<file path="config.mk">
export PLATFORM = sky130hd
export DESIGN_NAME = mem_access_stage
export DESIGN_NICKNAME = d
export VERILOG_FILES = /design/src/rtl/mem_access_stage.sv
export SDC_FILE = /design/constraint.sdc
export NUM_CORES = 1
export LEC_CHECK = 0
export BUFFER_PORTS_ARGS = -buffer_cell sky130_fd_sc_hd__buf_4
export CAP_MARGIN = 10
export CORE_AREA = 2 2 128 130
export DETAILED_ROUTE_END_ITERATION = 12
export DIE_AREA = 0 0 130 132
export GPL_TIMING_DRIVEN = 0
export PLACE_DENSITY = 0.61
export SYNTH_ARGS = -nofsm -noshare
export SYNTH_HDL_FRONTEND = slang
export SYNTH_SLANG_ARGS = --single-unit
</file>
<file path="constraint.sdc">
create_clock -name clk -period 2.5 [get_ports clk]
set_clock_uncertainty 0.1 [all_clocks]
set_input_delay 0 -clock clk [delete_from_list [all_inputs] [get_ports clk]]
set_output_delay 0 -clock clk [all_outputs]
set_load 0.02 [all_outputs]
</file>
<file path="src/rtl/mem_access_stage.sv">
// MEM pipeline stage: runs loads/stores over a req/gnt + rvalid port and drives the MEM/WB register.
// Optional access abort after TIMEOUT idle cycles when MEM_TIMEOUT_EN is defined.
module mem_access_stage #(
  parameter int DW      = 32,
  parameter int RW      = 4,
  parameter int TIMEOUT = 16
) (
  input  logic          clk,
  input  logic          rst,
  input  logic          in_valid,
  input  logic [DW-1:0] alu_res,
  input  logic [DW-1:0] st_data,
  input  logic [RW-1:0] wr_dest,
  input  logic          wmem,
  input  logic          rmem,
  input  logic          wreg,
  input  logic          jmp,
  output logic          stall,
  output logic          mem_req,
  output logic          mem_we,
  output logic [DW-1:0] mem_addr,
  output logic [DW-1:0] mem_wdata,
  input  logic          mem_gnt,
  input  logic          mem_rvalid,
  input  logic [DW-1:0] mem_rdata,
  output logic          wb_valid,
  output logic [DW-1:0] wb_data,
  output logic [RW-1:0] wb_dest,
  output logic          wb_wreg,
  output logic          wb_jmp,
  output logic          mem_err
);

  typedef enum logic [1:0] {IDLE = 2'd0, REQ = 2'd1, WAIT_R = 2'd2} state_t;

  state_t        state_r, next_s;
  logic [RW-1:0] op_dest_r;
  logic          op_wreg_r, op_jmp_r;
  logic          issue_s, pass_s, wr_done_s, rd_gnt_s, rd_done_s, abort_s;

`ifdef MEM_TIMEOUT_EN
  localparam int CW = (TIMEOUT > 1) ? $clog2(TIMEOUT) : 1;
  logic [CW-1:0] tmo_cnt_r;
  logic          waiting_s, progress_s;

  assign waiting_s  = (state_r == REQ) || (state_r == WAIT_R);
  assign progress_s = ((state_r == REQ) && mem_gnt) || ((state_r == WAIT_R) && mem_rvalid);
  assign abort_s    = waiting_s && !progress_s && (tmo_cnt_r == CW'(TIMEOUT - 1));

  // Counts consecutive waiting cycles without gnt/rvalid
  always_ff @(posedge clk or negedge rst) begin
    if (!rst) begin
      tmo_cnt_r <= '0;
    end else if (!waiting_s || progress_s || abort_s) begin
      tmo_cnt_r <= '0;
    end else begin
      tmo_cnt_r <= tmo_cnt_r + CW'(1);
    end
  end
`else
  logic unused_timeout_s;
  assign unused_timeout_s = (TIMEOUT > 0);
  assign abort_s          = 1'b0;
`endif

  // Next state, stall and per-cycle event decode; stall drops in every completion cycle
  always_comb begin
    next_s    = state_r;
    stall     = 1'b0;
    issue_s   = 1'b0;
    pass_s    = 1'b0;
    wr_done_s = 1'b0;
    rd_gnt_s  = 1'b0;
    rd_done_s = 1'b0;
    case (state_r)
      IDLE: begin
        if (in_valid && (wmem || rmem)) begin
          issue_s = 1'b1;
          stall   = 1'b1;
          next_s  = REQ;
        end else begin
          pass_s = in_valid;
        end
      end
      REQ: begin
        if (mem_gnt && mem_we) begin
          wr_done_s = 1'b1;
          next_s    = IDLE;
        end else if (mem_gnt) begin
          rd_gnt_s = 1'b1;
          stall    = 1'b1;
          next_s   = WAIT_R;
        end else if (abort_s) begin
          next_s = IDLE;
        end else begin
          stall = 1'b1;
        end
      end
      WAIT_R: begin
        if (mem_rvalid) begin
          rd_done_s = 1'b1;
          next_s    = IDLE;
        end else if (abort_s) begin
          next_s = IDLE;
        end else begin
          stall = 1'b1;
        end
      end
      default: next_s = IDLE;
    endcase
  end

  // State register, memory request port and latched instruction fields
  always_ff @(posedge clk or negedge rst) begin
    if (!rst) begin
      state_r   <= IDLE;
      mem_req   <= 1'b0;
      mem_we    <= 1'b0;
      mem_addr  <= '0;
      mem_wdata <= '0;
      op_dest_r <= '0;
      op_wreg_r <= 1'b0;
      op_jmp_r  <= 1'b0;
    end else begin
      state_r <= next_s;
      if (issue_s) begin
        mem_req   <= 1'b1;
        mem_we    <= wmem;
        mem_addr  <= alu_res;
        mem_wdata <= st_data;
        op_dest_r <= wr_dest;
        op_wreg_r <= wreg;
        op_jmp_r  <= jmp;
      end else if (wr_done_s || rd_gnt_s || abort_s) begin
        mem_req <= 1'b0;
      end
    end
  end

  // MEM/WB register: one wb_valid pulse per completed or aborted instruction
  always_ff @(posedge clk or negedge rst) begin
    if (!rst) begin
      wb_valid <= 1'b0;
      wb_data  <= '0;
      wb_dest  <= '0;
      wb_wreg  <= 1'b0;
      wb_jmp   <= 1'b0;
      mem_err  <= 1'b0;
    end else begin
      wb_valid <= pass_s || wr_done_s || rd_done_s || abort_s;
      mem_err  <= abort_s;
      if (pass_s) begin
        wb_data <= alu_res;
        wb_dest <= wr_dest;
        wb_wreg <= wreg;
        wb_jmp  <= jmp;
      end else if (wr_done_s || rd_done_s) begin
        wb_data <= rd_done_s ? mem_rdata : mem_addr;
        wb_dest <= op_dest_r;
        wb_wreg <= op_wreg_r;
        wb_jmp  <= op_jmp_r;
      end else if (abort_s) begin
        wb_data <= mem_addr;
        wb_dest <= op_dest_r;
        wb_wreg <= 1'b0;
        wb_jmp  <= op_jmp_r;
      end
    end
  end

endmodule

</file>
==> flow_metrics.tcl <==
set metrics [dict create \
    drive_above_1_share_pct 43.4 \
    grt_busiest_layer "met2" \
    die-area_sq_um 17200 \
    p_comb_share_pct 46.9 \
    first_iter_violations 220 \
    powerDensity_nw_per_um2 1290 \
    clock-sinks 113 \
    p_leak_nw 4.35 \
    grt_pass1_vias 5116 \
    rr_startpoint "state_r[0]" \
    grt_util_all_layers_pct 19.8 \
    antenna_found_initial 0 \
    ir_drop_mv 0.604 \
    status "completed" \
    slew-limit-headroom_pct 64.5 \
    swShare_pct 35.2 \
    coreArea_sq_um 15700 \
    netlist-cell-type-count 27 \
    cts_tree "yes" \
    synth_nets 554 \
    grt_first_pass_wirelength_um 26400 \
    grt_max_degree 62 \
    max_freq_mhz 421 \
    crit_end "wb_data[1]" \
    p_int_w 0.00747 \
    post_cts_buffers 0 \
    fp.dieH_um 132 \
    first_pass_iters 5 \
    fin_ws_ns 0.126 \
    tns_ns 0 \
    drv_cap 0 \
    critical_path_required_ns 2.69 \
    synth_area_sq_um 5290 \
    synth_seq_area_share_pct 53.5 \
    start_util_pct 33.7 \
    synthCells 445 \
    htreeDepth 4 \
    cts_buffers 17 \
    final_max_slew_viol_count 0 \
    hold_violations 0 \
    area_growth_syn_to_layout_pct 69.1 \
    clockPowerShare_pct 23.3 \
    grt_setup_unrepaired "false" \
    overflow 0 \
    async_reset_ff_share_pct 100 \
    synth-main-ff-cell "dfrtp_1" \
    ys_seq_elements 113 \
    seqPwrFrac_pct 29.7 \
    post-dp-hpwl_um 10900 \
    worst_pin_slew_ns 0.532 \
    r2r_setup_slack_ns 0.13 \
    io_pins 216 \
    die_x_um 130 \
    mostFrequentLayoutCells "218 x buf_4, 113 x dfrtp_1, 108 x dlygate4sd3_1" \
    final_common_cell "buf_4" \
    crit_arrival_ns 2.56 \
    met2_usage_pct 32.9 \
    insertedDiodeCount 0 \
    dp_cells 876 \
    path_clk_slew_ns 0.06 \
    place_congestion 0.795 \
    fin_crit_ns 2.37 \
    period_share_pct 95.0 \
    fin_total_pwr_w 0.0115 \
    grt_use_met1_pct 24.4 \
    wl_per_cell_um 16.5 \
    synth_area_per_cell_sq_um 11.9 \
    use_met3_pct 5.28 \
    drtAntennaViolNets 0 \
    cp_slowest_cell "dlygate4sd3_1" \
    portBuffers 214 \
    reg2reg_to "wb_data[1]" \
    cts_buffer_depth 2 \
    crit_chain "nand3b_2 > o21ai_4 > clkbuf_2 > and3_1 > o21ai_0 > dlygate4sd3_1" \
    synth_warnings 0 \
    path_class "flip-flop to flip-flop" \
    num_vias 4762 \
    worst-r2r-cell-count 6 \
    via_per_inst 4.69 \
    setup_viol 0 \
    fp-row-count 46 \
    dp_slack_ns 0.501 \
    critPathCaptureType "flip-flop" \
    clockRootBuffer "clkbuf_16" \
    layout.cells.non_filler 1016 \
    synth_edf_count 0 \
    min_path_type "input port to async pin" \
    switching_power_w 0.00405 \
    cpPeakStageDelay_ns 0.57 \
    nets 896 \
    crit_fanout 10 \
    drc 0 \
    crit_start "state_r[0]" \
    final_util_pct 56.9 \
    critPathLaunchType "flip-flop" \
    routed_wl_um 16700 \
    clock_latency_ns 0.41 \
]
-- worst max-delay path, delay by kind of cell, from the launching register on --
kind	cells	cell delay (ns)
flip-flops	1	0.44
AO/OA/AOI/OAI	2	0.30
buffers and inverters	2	0.85
AND/OR/NAND/NOR	2	0.56
-- stage by stage --
| step | area, sq um | hold slack [ns] |
|---|---|---|
| floorplan | 5290 | -0.396 |
| global placement | 7170 | 0.110 |
| detailed placement | 7200 | -0.105 |
| CTS | 8930 | 0.0195 |
| global route | 8950 | 0.0508 |
| finish | 8950 | 0.00949 |
-- area by class of cell --
cell class,instances,area (sq um)
tap,216,270
sequential,113,2830
clock buffer,22,474
buffer,31,284
timing repair buffer,323,2720
fill,1310,6770
clock inverter,10,180
multi-input combinational,301,2190
-- flip-flops by register name (all words and copies together), names as in the netlist --
register	count
op_jmp_r	1
wb_data	32
wb_wreg	1
mem_wdata	32
wb_dest	4
mem_addr	32
op_dest_r	4
mem_we	1
op_wreg_r	1
wb_jmp	1
state_r	2
mem_req	1
wb_valid	1
-- routing by layer --
metal / share of wire (%) / up-vias
met5: 0 / -
met4: 2.2 / 0
met3: 5.8 / 30
met2: 49 / 184
met1: 43 / 2340
li1: - / 2208
-- how the worst min path moves through the flow --
stage	startpoint	endpoint	slack [ns]	cells past startpoint
final	rst	mem_wdata[30]	0.009	2
after global routing	rst	mem_wdata[30]	0.05	2
after CTS	rst	mem_wdata[30]	0.02	2
after detailed placement	rst	mem_wdata[30]	-0.11	1
after global placement	mem_gnt	state_r[0]	0.11	2
after floorplan	rst	mem_addr[0]	-0.40	0
-- cells by family (layout without fill, tap and decap cells) --
family	after synthesis	in the layout	share of synthesized area, %
simple gates	148	148	12.8
flops	113	113	53.5
compound gates	76	76	7.69
mux	76	76	20.8
buf+inv	31	386	5.23
other cells	1	1	0.0709
-- power by group through the flow --
stage | combinational [W] | clock (W) | sequential [W]
after floorplan | 0.00189 | 0 | 0.00438
after global placement | 0.00492 | 0 | 0.00338
after detailed placement | 0.00500 | 0 | 0.00341
after CTS | 0.00541 | 0.00274 | 0.00341
after global routing | 0.00575 | 0.00282 | 0.00354
final | 0.00541 | 0.00269 | 0.00343
-- Yosys cell counts, types with 2 or more instances --
library cell | count | area (sq um)
dfrtp_1 | 113 | 2830
nand2_1 | 106 | 398
mux2_4 | 67 | 1010
o21ai_0 | 55 | 275
and3_1 | 32 | 200
o21ai_1 | 15 | 75.1
buf_2 | 9 | 45.0
clkbuf_1 | 9 | 33.8
buf_12 | 8 | 160
mux2i_1 | 6 | 60.1
buf_4 | 5 | 37.5
mux2_2 | 3 | 33.8
nand2b_1 | 2 | 12.5
o21bai_1 | 2 | 15.0
-- repair_timing --
item                       in CTS  in global routing
hold endpoints to repair      226                  0
resized for setup               0                 13
setup endpoints to repair       0                 17
hold buffers                  108                  0
No activity file was read; power rests on OpenSTA's default activity.
